--- config.mk ---
export PLATFORM = sky130hd
export DESIGN_NAME = servo_motion_ctrl
export DESIGN_NICKNAME = d
export VERILOG_FILES = /design/src/rtl/servo_motion_ctrl.sv
export SDC_FILE = /design/constraint.sdc
export NUM_CORES = 1
export LEC_CHECK = 0
export ABC_AREA = 1
export BUFFER_PORTS_ARGS = -buffer_cell sky130_fd_sc_hd__buf_4
export CAP_MARGIN = 20
export CORE_MARGIN = 8
export CORE_UTILIZATION = 45
export CTS_BUF_LIST = sky130_fd_sc_hd__clkbuf_16
export DETAILED_ROUTE_END_ITERATION = 16
export MAX_ROUTING_LAYER = met4
export RECOVER_POWER = 100
export SETUP_SLACK_MARGIN = 0.1
export SYNTH_ARGS = -nofsm -noshare
export SYNTH_HDL_FRONTEND = slang
export SYNTH_SLANG_ARGS = --single-unit
export TNS_END_PERCENT = 20
--- constraint.sdc ---
create_clock -name clk -period 6.41 [get_ports clk]
set_input_delay 1.923 -clock clk [delete_from_list [all_inputs] [get_ports clk]]
set_output_delay 1.923 -clock clk [all_outputs]
set_load 0.1 [all_outputs]
--- src/rtl/servo_motion_ctrl.sv ---
// Servo motion sequencer: accepts clamped pulse-width targets over valid/ready and ramps the
// PWM angle toward them by at most STEP clock cycles of pulse width per servo frame.
module servo_motion_ctrl #(
  parameter int unsigned FRAME_CYCLES = 2_000_000,
  parameter int unsigned MIN_PW       = 50_000,
  parameter int unsigned MAX_PW       = 250_000,
  parameter int unsigned HOME_PW      = 150_000,
  parameter int unsigned STEP         = 1_000
) (
  input  logic        clk,
  input  logic        rst,
  input  logic        enable,
  input  logic        abort,
  input  logic        cmd_valid,
  output logic        cmd_ready,
  input  logic [23:0] cmd_target,
  output logic        pwm_en,
  output logic [23:0] pwm_angle,
  output logic        busy,
  output logic        done,
  output logic        frame_tick
);

  localparam int unsigned CntW = (FRAME_CYCLES > 1) ? $clog2(FRAME_CYCLES) : 1;
  localparam logic [CntW-1:0] LastCnt = CntW'(FRAME_CYCLES - 1);
  localparam logic [23:0] MinPw  = 24'(MIN_PW);
  localparam logic [23:0] MaxPw  = 24'(MAX_PW);
  localparam logic [23:0] HomePw = 24'(HOME_PW);
  localparam logic [24:0] StepW  = 25'(STEP);

  typedef enum logic [1:0] {StOff, StHold, StMove} state_t;

  state_t            state_q, state_d;
  logic [CntW-1:0]   frame_cnt_q, frame_cnt_d;
  logic [23:0]       angle_q, angle_d;
  logic [23:0]       target_q, target_d;
  logic              done_q, done_d;

  logic [23:0]       cmd_clamped;
  logic signed [24:0] diff;
  logic [24:0]       mag;
  logic [23:0]       step_amt;
  logic [23:0]       stepped;

  // State register
  always_ff @(posedge clk or posedge rst) begin
    if (rst) begin
      state_q <= StOff;
    end else begin
      state_q <= state_d;
    end
  end

  // Datapath registers: position, target, frame counter and the done pulse
  always_ff @(posedge clk or posedge rst) begin
    if (rst) begin
      angle_q     <= HomePw;
      target_q    <= HomePw;
      frame_cnt_q <= '0;
      done_q      <= 1'b0;
    end else begin
      angle_q     <= angle_d;
      target_q    <= target_d;
      frame_cnt_q <= frame_cnt_d;
      done_q      <= done_d;
    end
  end

  // Clamp incoming commands and compute the bounded per-frame step toward the target
  always_comb begin
    if (cmd_target < MinPw) begin
      cmd_clamped = MinPw;
    end else if (cmd_target > MaxPw) begin
      cmd_clamped = MaxPw;
    end else begin
      cmd_clamped = cmd_target;
    end
    diff     = $signed({1'b0, target_q}) - $signed({1'b0, angle_q});
    mag      = diff[24] ? $unsigned(-diff) : $unsigned(diff);
    step_amt = (mag > StepW) ? StepW[23:0] : mag[23:0];
    stepped  = diff[24] ? (angle_q - step_amt) : (angle_q + step_amt);
  end

  // Next-state logic; enable=0 outranks abort, which outranks commands and frame ticks
  always_comb begin
    state_d  = state_q;
    angle_d  = angle_q;
    target_d = target_q;
    done_d   = 1'b0;
    unique case (state_q)
      StOff: begin
        if (enable) state_d = StHold;
      end
      StHold: begin
        if (!enable) begin
          state_d  = StOff;
          target_d = angle_q;
        end else if (cmd_valid) begin
          target_d = cmd_clamped;
          if (cmd_clamped == angle_q) begin
            done_d = 1'b1;
          end else begin
            state_d = StMove;
          end
        end
      end
      StMove: begin
        if (!enable) begin
          state_d  = StOff;
          target_d = angle_q;
        end else if (abort) begin
          state_d  = StHold;
          target_d = angle_q;
        end else if (frame_tick) begin
          angle_d = stepped;
          if (stepped == target_q) begin
            state_d = StHold;
            done_d  = 1'b1;
          end
        end
      end
      default: state_d = StOff;
    endcase

    // Counter sits at zero while off so a fresh enable starts a full frame
    if (state_q == StOff || state_d == StOff) begin
      frame_cnt_d = '0;
    end else if (frame_cnt_q == LastCnt) begin
      frame_cnt_d = '0;
    end else begin
      frame_cnt_d = frame_cnt_q + CntW'(1);
    end
  end

  // Outputs; cmd_ready also drops with enable so a handshake is never silently discarded
  always_comb begin
    pwm_en     = (state_q != StOff);
    cmd_ready  = (state_q == StHold) && enable;
    busy       = (state_q == StMove);
    frame_tick = (state_q != StOff) && (frame_cnt_q == LastCnt);
    done       = done_q;
    pwm_angle  = angle_q;
  end

endmodule

Word level (Yosys, flattened, before mapping)

Cells that the tools add are included.
Widths: inputs -> output; s select.

Bits in registers: 72
Bits of input ports: 29

Add/sub/neg operators: 5
Order comparisons: 3
Equal/unequal tests: 7
Muxes and demuxes: 29
Bitwise operators: 1
Reductions and logical operators: 9

Operator list:

| kind                  | number |
|---|---|
| $mux 24               | 8 |
| $eq 24x24->1          | 2 |
| $pmux 24 s2           | 1 |
| $mux 21               | 2 |
| $gt 25x10->1 const B  | 1 |
| $mux 25               | 1 |
| $neg 25->25           | 1 |
| $sub 24x24->25        | 1 |
| $add 24x24->24        | 1 |
| $gt 24x18->1 const B  | 1 |
| $lt 24x16->1 const B  | 1 |
| $sub 24x24->24        | 1 |
| $add 21x1->21 const B | 1 |
| $eq 21x21->1 const B  | 1 |
| $mux 2                | 8 |
| $mux 1                | 7 |
| $ne 3x3->1 const B    | 2 |
| $pmux 2 s3            | 1 |
| $logic_not 2->1       | 2 |
| $reduce_and 4->1      | 1 |
| $reduce_bool 2->1     | 2 |
| $reduce_and 3->1      | 1 |
| $eq 2x1->1 const B    | 1 |
| $eq 2x2->1 const B    | 1 |
| 4 further kinds       | 5 |

Longest topological paths before layout

Gate-level depths: netlist (run 1).

Depth after elaboration: 16
Depth in mapped cells: 60
Depth with buffers taken out: 59

Worst setup path before layout (run 1)

No wires, ideal clock.

Path type: register to register
From: reg angle_q[1] (netlist: pwm_angle[1])
To: reg frame_cnt_q[13]
Setup time: 128 ps
Data arrival time: 7103 ps
Slack: -821 ps
Cell stages (with the launch flop): 52
Buffers on the path: 3
Cell sequence: dfrtp_1 > inv_1 > fa_1 > nand2_1 > nand2_1 > nand3_1 > nand2_1 > nand4_1 > nand3_2 > inv_2 > buf_6 > nand2_1 > xor2_1 > buf_2 > inv_1 > nor3_1 > nand3_1 > nand2_1 > [... 16 more ...] > nor4_1 > nor2_1 > o21ai_0 > a21oi_1 > o21bai_1 > xor2_1 > inv_1 > nand3_1 > nand3_2 > nand3_2 > nand2_1 > nand2_1 > nand2_1 > nand2_2 > nand2_2 > nand2_4 > buf_12 > nor2_4

Longest elaborated chain between the ends: 16

Ends and longest elaborated chain:

| what                                             | RTL line | text |
|---|---|---|
| start: declaration                               | 35       | `logic [23:0] angle_q, angle_d;` |
| start signal: assignment                         | 57       | `angle_q <= HomePw;` |
| start signal: assignment                         | 62       | `angle_q <= angle_d;` |
| $sub 24x24->25                                   | 78       | `diff = $signed({1'b0, target_q}) - $signed({1'b0, angle_q});` |
| $neg 25->25                                      | 79       | `mag = diff[24] ? $unsigned(-diff) : $unsigned(diff);` |
| $mux 25                                          | 79       |  |
| $gt 25x10->1                                     | 80       | `step_amt = (mag > StepW) ? StepW[23:0] : mag[23:0];` |
| $mux 24                                          | 80       |  |
| $add 24x24->24 or $sub 24x24->24 (tied branches) | 81       | `stepped = diff[24] ? (angle_q - step_amt) : (angle_q + step_amt);` |
| $mux 24                                          | 81       |  |
| $eq 24x24->1                                     | 116      | `if (stepped == target_q) begin` |
| $mux 2                                           | 116      |  |
| $mux 2                                           | 114      | `end else if (frame_tick) begin` |
| $mux 2                                           | 111      | `end else if (abort) begin` |
| $mux 2                                           | 108      | `if (!enable) begin` |
| $pmux 2 s3 *                                     | 90       | `unique case (state_q)` |
| $logic_not 2->1 *                                | 126      | `if (state_q == StOff \|\| state_d == StOff) begin` |
| $logic_or 1x1->1 *                               | 126      |  |
| $mux 21 *                                        | 126      |  |
| via frame_cnt_d[13]                              | 34       | `logic [CntW-1:0] frame_cnt_q, frame_cnt_d;` |
| end signal: assignment                           | 64       | `frame_cnt_q <= frame_cnt_d;` |
| end: declaration                                 | 34       |  |

The timed path passes the listed nets; every way through them passes the cells marked *.
A chain may end at the register's enable or synchronous reset.

Final worst setup path (run 1)

From: reg angle_q[6] (netlist: pwm_angle[6])
To: reg frame_cnt_q[9]

The elaborated chain is that of the path after synthesis.

==> run metrics, run 1 <==
status=complete, but fails checks; failing checks=capacitance limit, slew limit, setup timing; Wirelength per Cell=between 15 and 20 um; met2 usage=0.464; cts hold-fix bufs=0; area grow syn2layout=56.5%; fmax=about 140 MHz; Setup crit start kind=flop; most used cell along the critical path=nand2_2; Post-Syn Area=around 8900 um^2; share of cells above drive strength 1=0.432; Worst Path Buf+Inv=9; Sum Neg Setup Slack=-16980 ps; Routed WL=about 35000 um; routed vias=about 11000; antenna cells=0; Gate Count Post-Synth=between 1000 and 1500; Slew @ Worst Pin=2280 ps; fin. max-slew vios=82; GP Congestion=~0.96; CP max stage delay=about 630 ps; Primary FF master, synth=dfrtp_1; Seq/Total Area, Yosys=0.204; GRT met3 Usage=0.0376; clk slew on worst S/H paths=70 ps; Final setup viols=25; Synth async-reset ratio=1.00; Synth cell types=55; global-route wire length before repair=around 53000 um; Congestion Overflow GR=0; Mapped Nets=1519; Critical Path Sink Type=flop; GRT Util Overall=0.281; post-route setup slack=-741 ps; Slew HR=-0.527; # port buffers=57; final instance area=approximately 14000 um^2; Die Ht=approximately 160 um; Largest delay share family, worst path=simple AND/OR/NAND/NOR gates; drt first pass iters=5; met1 usage=0.349; dpl cells=approximately 2000; TritonCTS clock tree=yes; power density cells=between 300 and 400 nW/um^2; worst vdd ir=between 0.0002 and 0.0003 V; clk_lat worst skew=about 350 ps; RSZ-0062 raised after global routing=true; DIE AREA=roughly 25000 um^2; Tmin final=between 7000 and 8000 ps; vias per cell=around 5.2; Hold Crit Class=reg2reg; worst hold margin=around 550 ps; final period utilization=1.12; Layout Nets=1908; WP data arrival=~7400 ps; CTS root buf=clkbuf_16; Avg Inst Size Synth=around 6.2 um^2; remaining antenna violation count=0; antenna violations before repair=0; slowest CP cell=dfstp_4; Max H-tree Level=3; hpwl dp=between 20000 and 30000 um; Post-synth EDFFs=0; Leakage=6.84 nW; yosys warns=0; initial core utilization=0.459; row count=51; Post-Place Setup Slack=-1190 ps; vias in the first global route=approximately 10000; Required @ worst endpoint=between 6000 and 7000 ps; placed inst area=11900 um^2; largest net degree at the start of global routing=49; Yosys reg bits=about 70; MaxCap Viol Count=2; WS Path Type=reg2reg; clock sinks=between 70 and 80; fin cells=roughly 2100; DRT iter0 DRCs=around 640; core area=19500 um^2; GR peak layer=met2; clk_skew=about 11 ps; CP Max Fanout=7; CTS max path bufs=2; final routed DRC violation total=0; CTS Buf Count=9; Die Wd=between 150 and 200 um; # IOs=58; Hold Fails Final Rpt=0
==> final timing paths <==
kind / to / from / slack, ps / cells past startpoint
setup / recovery: frame_cnt_q[9] / pwm_angle[6] / -740 / 53
hold / removal: target_q[5] / target_q[5] / 550 / 2
setup reg to reg: frame_cnt_q[9] / pwm_angle[6] / -740 / 53
hold reg to reg: target_q[5] / target_q[5] / 550 / 2
max in group asynchronous: pwm_angle[0] / rst / 2010 / 3
min in group asynchronous: pwm_angle[18] / rst / 2180 / 2
==> layout make-up <==
class	count	area [um^2]
multi-input cells	1093	7480
fillers	1613	5480
repair buffers	400	3020
flip-flops and latches	72	1870
inverters	247	952
well taps	265	332
clock buffers	9	225
clock inverters	7	96.3
repair inverters	1	6.26
==> where the power goes <==
group	total, mW	internal (mW)	leakage [nW]	switching, mW
sequential	0.631	0.548	0.870	0.0832
clock	0.563	0.341	0.149	0.222
combinational	3.97	1.71	5.82	2.26
==> worst reg2reg max path, delay by kind of cell (launching register included) <==
family,cells,cell delay [ps]
AO/OA/AOI/OAI,3,640
XOR/XNOR,3,580
adder cells (fa/ha/maj),2,670
buffers and inverters,9,1030
flip-flops,1,630
AND/OR/NAND/NOR,36,3550
==> metrics by stage <==
step | utilization | power, mW
2_1_floorplan | - | 2.54
3_3_place_gp | 0.613 | 3.84
3_5_place_dp | 0.613 | 3.86
4_1_cts | 0.666 | 4.59
5_1_grt | 0.719 | 5.54
6_report | 0.719 | 5.16
==> synthesized netlist by cell type (3+ instances only) <==
cell | n | area (um^2)
o31ai_1 | 12 | 90.1
xor2_1 | 41 | 359
dfstp_2 | 16 | 420
clkbuf_1 | 13 | 48.8
nor3_1 | 21 | 105
o21ai_0 | 75 | 375
a21oi_1 | 71 | 355
xnor2_1 | 17 | 149
inv_1 | 229 | 860
nand4_1 | 35 | 219
or2_2 | 6 | 37.5
nor4_1 | 9 | 56.3
nand2_1 | 404 | 1520
a221oi_1 | 3 | 26.3
dfrtp_1 | 56 | 1400
nand3_1 | 105 | 526
buf_4 | 3 | 22.5
nand3_2 | 16 | 160
o221ai_1 | 3 | 26.3
ha_1 | 53 | 663
a21boi_1 | 3 | 22.5
o22ai_1 | 5 | 31.3
nand2_2 | 24 | 150
nand2_4 | 3 | 33.8
o21bai_1 | 3 | 22.5
nor2_1 | 107 | 402
nor2_4 | 24 | 270
nor2_2 | 18 | 113
inv_2 | 17 | 63.8
a22o_1 | 4 | 35.0
nand3b_1 | 5 | 37.5
==> cells by family after synthesis <==
group	after synthesis	share of synthesized area
buffers and inverters	270	0.120
AOI/OAI and AO/OA	193	0.123
adders and majority gates	55	0.0787
DFF	72	0.204
xor gates and xnor gates	59	0.0587
and+or+nand+nor	786	0.416
==> metal layers <==
layer,share of wire,wire [um]
met1,0.43,14900
met2,0.48,16400
met3,0.058,2010
met4,0.036,1240
met5,0,0
==> timing repair <==
| action | CTS | global route |
|---|---|---|
| pin swaps | 62 | 140 |
| buffers inserted | 39 | 32 |
| cloned | 0 | 1 |
| endpoints found under the setup margin | 27 | 30 |
| gates resized for setup | 99 | 222 |
==> sequential cells by signal (all words and copies together) (netlist names) <==
name         flops
state_q          2
done             1
frame_cnt_q     21
target_q        24
pwm_angle       24
==> placed cells by master (no fill, tap or decap), types with 16 or more instances in the layout <==
cell | synthesis | layout
a21oi_1 | 71 | 55
buf_4 | 3 | 344
buf_6 | 2 | 21
clkbuf_1 | 13 | 28
dfrtp_1 | 56 | 40
dfrtp_2 | 0 | 16
ha_1 | 53 | 34
ha_4 | 0 | 18
inv_1 | 229 | 198
inv_2 | 17 | 40
nand2_1 | 404 | 318
nand2_2 | 24 | 84
nand2_4 | 3 | 28
nand3_1 | 105 | 81
nand3_2 | 16 | 34
nand4_1 | 35 | 35
nor2_1 | 107 | 74
nor2_2 | 18 | 29
nor2_4 | 24 | 46
o21ai_0 | 75 | 62
xor2_1 | 41 | 31
(Power assumes the default switching activity.)
==> run 2, diff against run 1 <==
--- a/config.mk
+++ b/config.mk
@@ -8,11 +8,12 @@
 export ABC_AREA = 1
 export BUFFER_PORTS_ARGS = -buffer_cell sky130_fd_sc_hd__buf_4
 export CAP_MARGIN = 20
-export CORE_MARGIN = 8
+export CORE_MARGIN = 4
 export CORE_UTILIZATION = 45
 export CTS_BUF_LIST = sky130_fd_sc_hd__clkbuf_16
 export DETAILED_ROUTE_END_ITERATION = 16
 export MAX_ROUTING_LAYER = met4
+export PLACE_DENSITY_LB_ADDON = 0.2
 export RECOVER_POWER = 100
 export SETUP_SLACK_MARGIN = 0.1
 export SYNTH_ARGS = -nofsm -noshare
==> run metrics, run 2 (synthesis results as in run 1) <==
routed vias=10700; Slew @ Worst Pin=~2400 ps; DRT iter0 DRCs=~800; Crit Reg-Reg Endpoint=frame_cnt_q[3]; clock sinks=just over 70; CTS root buf=clkbuf_16; # IOs=58; Final setup viols=25; GP Congestion=between 0.9 and 1; TritonCTS clock tree=yes; Routed WL=33200 um; row count=51; Layout Nets=1874; met1 usage=0.395; failing checks=capacitance limit, slew limit, setup timing; CP Max Fanout=5; MaxCap Viol Count=2; Wirelength per Cell=between 15 and 20 um; share of cells above drive strength 1=0.390; R2R Path Start=pwm_angle[5]; Die Ht=~150 um; Critical Path Sink Type=flop; CTS Buf Count=9; Slew HR=-0.591; fmax=~140 MHz; GRT met3 Usage=0.0441; fin cells=2060; Congestion Overflow GR=0; met2 usage=0.488; area grow syn2layout=49.0%; Die Wd=roughly 150 um; fin. max-slew vios=77; Hold Path Sink=target_q[11]; post-route setup slack=-776 ps; vias in the first global route=10500; Max H-tree Level=3; dpl cells=roughly 2000; RSZ-0062 raised after global routing=true; # port buffers=57; CTS max path bufs=2; status=complete, but fails checks; power density cells=around 380 nW/um^2; initial core utilization=0.458; Hold Crit Class=reg2reg; clk_skew=~11 ps; hold depth=2; highest-count cells in the layout ignoring fill and taps=344 x nand2_1, 322 x buf_4, 199 x inv_1; slowest CP cell=dfstp_4; largest net degree at the start of global routing=44; clk slew on worst S/H paths=approximately 70 ps; DIE AREA=22200 um^2; FF-to-FF setup slack=-780 ps; Required @ worst endpoint=around 6700 ps; vias per cell=~5.2; WP data arrival=roughly 7500 ps; GRT Util Overall=0.302; antenna cells=0; drt first pass iters=6; worst-case reg-to-reg path depth=between 40 and 50; layout filler cell count=between 1500 and 2000; WS Path Type=reg2reg; commonest non-fill, non-tap cell in the layout=nand2_1; core area=roughly 20000 um^2; remaining antenna violation count=0; Hold Crit Start=target_q[11]; worst hold margin=~550 ps; Hold Fails Final Rpt=0; clk_lat worst skew=around 350 ps; Tmin final=7190 ps; cts hold-fix bufs=0; final period utilization=1.12; Leakage=6.53 nW; hpwl dp=~25000 um; global-route wire length before repair=~52000 um; GR peak layer=met2; CP max stage delay=a little over 600 ps; antenna violations before repair=0; worst vdd ir=around 0.00034 V; Setup crit start kind=flop; final routed DRC violation total=0
## run 2: changes by cell type in the layout (fill, tap and decap cells not counted), sizes merged
cell    before  now
inv        244  246
clkinv       5    3
buf        369  336
clkbuf      40   39
## run 2: worst max path at each step
stage / startpoint / end / slack (ps) / cells past startpoint
6_report: pwm_angle[5] / frame_cnt_q[3] / -780 / 49
5_1_grt: pwm_angle[8] / frame_cnt_q[2] / -1230 / 52
4_1_cts: pwm_angle[8] / frame_cnt_q[20] / -600 / 54
3_5_place_dp: pwm_angle[8] / frame_cnt_q[13] / -1090 / 53
3_3_place_gp: pwm_angle[8] / frame_cnt_q[13] / -1000 / 57
2_1_floorplan: pwm_angle[0] / frame_cnt_q[13] / -140 / 56
## run 2: report_power, final
| part | internal [mW] | switching, mW | leakage, nW |
|---|---|---|---|
| Combinational | 1.70 | 2.22 | 5.51 |
| Clock | 0.341 | 0.219 | 0.148 |
| Sequential | 0.548 | 0.0909 | 0.870 |
## run 2: layer usage
metal,up-vias,share of wire
li1,5317,-
met1,4980,0.44
met2,344,0.47
met3,72,0.067
met4,0,0.026
met5,-,0
## run 2: critical path, delay by kind of cell, from the launching register on
family,cells,cell delay [ps]
flip-flops,1,620
buffers and inverters,9,1270
AND/OR/NAND/NOR,28,3130
XOR/XNOR,3,600
AO/OA/AOI/OAI,7,960
adder cells (fa/ha/maj),2,520
## run 2: repair_timing
item                                    CTS  global route
endpoints found under the setup margin   26            29
cloned                                    2             0
buffers inserted                         37            14
gates resized for setup                 119           109
pin swaps                                59            71
## run 2: final cells by class
class | instances | area, um^2 | share of cell area
clock buffer | 9 | 225 | 0.0169
clock inverter | 7 | 96.3 | 0.00724
inverter | 247 | 942 | 0.0708
multi-input combinational | 1093 | 7110 | 0.534
sequential | 72 | 1870 | 0.141
tap | 265 | 332 | 0.0249
timing repair buffer | 366 | 2730 | 0.205
timing repair inverter | 1 | 7.51 | 0.000564
## run 2: per-stage QoR
stage	worst slack, ps	util	power (mW)	TNS [ps]	cell area, um^2
after floorplan	-141	-	2.54	-2660	9220
after global placement	-1000	0.604	3.77	-22560	11800
after detailed placement	-1090	0.604	3.81	-24750	11800
after CTS	-603	0.661	4.76	-13230	12900
after global routing	-1230	0.682	5.49	-29040	13300
final	-776	0.682	5.12	-17590	13300
==> run 3, diff against run 2 <==
--- a/config.mk
+++ b/config.mk
@@ -6,16 +6,18 @@
 export NUM_CORES = 1
 export LEC_CHECK = 0
 export ABC_AREA = 1
+export ABC_CLOCK_PERIOD_IN_PS = 6410
 export BUFFER_PORTS_ARGS = -buffer_cell sky130_fd_sc_hd__buf_4
 export CAP_MARGIN = 20
 export CORE_MARGIN = 4
-export CORE_UTILIZATION = 45
+export CORE_UTILIZATION = 57
 export CTS_BUF_LIST = sky130_fd_sc_hd__clkbuf_16
 export DETAILED_ROUTE_END_ITERATION = 16
 export MAX_ROUTING_LAYER = met4
 export PLACE_DENSITY_LB_ADDON = 0.2
 export RECOVER_POWER = 100
 export SETUP_SLACK_MARGIN = 0.1
+export SLEW_MARGIN = 20
 export SYNTH_ARGS = -nofsm -noshare
 export SYNTH_HDL_FRONTEND = slang
 export SYNTH_SLANG_ARGS = --single-unit
==> run metrics, run 3 (synthesis results as in run 1) <==
Tmin final=about 8400 ps; Die Wd=roughly 130 um; power density cells=403 nW/um^2; Leakage=6.56 nW; CTS root buf=clkbuf_16; post-route setup slack=-1940 ps; Critical Path Sink Type=flop; core area=roughly 15000 um^2; layout filler cell count=~800; Layout Nets=1881; CTS Buf Count=9; global-route wire length before repair=approximately 54000 um; final period utilization=1.30; fin cells=2014; Wirelength per Cell=between 20 and 25 um; area grow syn2layout=49.0%; Final setup viols=33; Sum Neg Setup Slack=-47550 ps; Die Ht=around 130 um; # port buffers=between 50 and 60; initial core utilization=0.586; DRT iter0 DRCs=1640; share of cells above drive strength 1=0.387; clk slew on worst S/H paths=70 ps; cts hold-fix bufs=0; highest-count cells in the layout ignoring fill and taps=349 x nand2_1, 321 x buf_4, 202 x inv_1; worst vdd ir=~0.00036 V; vias in the first global route=10800; MaxCap Viol Count=2; Slew @ Worst Pin=between 2000 and 3000 ps; RSZ-0062 raised after global routing=true; clk_skew=between 8 and 9 ps; failing checks=capacitance limit, slew limit, setup timing; Hold Fails Final Rpt=0; drt first pass iters=10; Final Power=roughly 5.4 mW; CP Max Fanout=5; Routed WL=40700 um; area of the multi-input gates=around 7100 um^2; TritonCTS clock tree=yes; CP max stage delay=between 600 and 700 ps; # IOs=58; final routed DRC violation total=0; GP Congestion=1.01; fmax=120 MHz; CTS max path bufs=2; final instance area=about 13000 um^2; Hold Crit Class=reg2reg; antenna violations before repair=1; row count=45; hpwl dp=24800 um; clk_lat worst skew=between 300 and 400 ps; vias per cell=slightly above 6; clock sinks=72; status=complete, but fails checks; placed inst area=between 10000 and 15000 um^2; dpl cells=1936; WS Path Type=reg2reg; remaining antenna violation count=0; fin util=0.873; largest net degree at the start of global routing=50; DIE AREA=roughly 18000 um^2; register area=roughly 1900 um^2; Required @ worst endpoint=roughly 6700 ps; Max H-tree Level=3; commonest non-fill, non-tap cell in the layout=nand2_1; Setup crit start kind=flop; fin. max-slew vios=between 80 and 90; Slew HR=-0.816; GRT Util Overall=0.385; routed vias=around 12000; slowest CP cell=dfstp_4; WP data arrival=approximately 8600 ps; Congestion Overflow GR=0
[run 3: power breakdown]
group,switching (mW),internal [mW],leakage (nW)
logic,2.51,1.70,5.55
clock network,0.222,0.301,0.141
registers,0.0881,0.548,0.870
[run 3: cell type report]
cell class / instances / share of cell area
clock inverter: 7 / 0.00545
multi-input combinational: 1093 / 0.533
inverter: 247 / 0.0712
clock buffer: 9 / 0.0169
timing repair inverter: 1 / 0.000564
antenna: 1 / 0.000188
tap: 211 / 0.0198
sequential: 72 / 0.141
timing repair buffer: 373 / 0.212
[run 3: final timing paths]
| check | startpoint | to | slack, ps | cells after the start |
|---|---|---|---|---|
| max | pwm_angle[5] | frame_cnt_q[2] | -1940 | 58 |
| min | target_q[8] | target_q[8] | 580 | 2 |
| max reg2reg | pwm_angle[5] | frame_cnt_q[2] | -1940 | 58 |
| min reg2reg | target_q[8] | target_q[8] | 580 | 2 |
| max in group asynchronous | rst | pwm_angle[1] | 1290 | 3 |
| min in group asynchronous | rst | target_q[16] | 1810 | 2 |
[run 3: what timing repair did]
action / CTS / global route
buffers inserted: 34 / 26
endpoints found under the hold margin: 0 / 0
pin swaps: 65 / 81
gates cloned: 1 / 0
endpoints found under the setup margin: 28 / 34
gates resized for setup: 131 / 89
[run 3: critical path, delay by kind of cell, from the launching register on]
kind	cells	cell delay [ps]
AOI/OAI and AO/OA	4	850
DFF	1	620
xor gates and xnor gates	2	620
adders and majority gates	3	850
and+or+nand+nor	39	4240
buffers and inverters	10	1070
[run 3: metrics by stage]
| stage | worst slack [ps] | hold WS [ps] |
|---|---|---|
| 2_1_floorplan | -141 | 480 |
| 3_3_place_gp | -1030 | 540 |
| 3_5_place_dp | -1190 | 543 |
| 4_1_cts | -649 | 571 |
| 5_1_grt | -2180 | 630 |
| 6_report | -1940 | 585 |
[run 3: metal layers]
metal	wire, um	up-vias	GRT usage
met2	17900	1098	0.620
met4	3860	0	0.214
met3	4900	424	0.0718
met1	14100	5561	0.456
met5	0	-	-
li1	-	5323	-
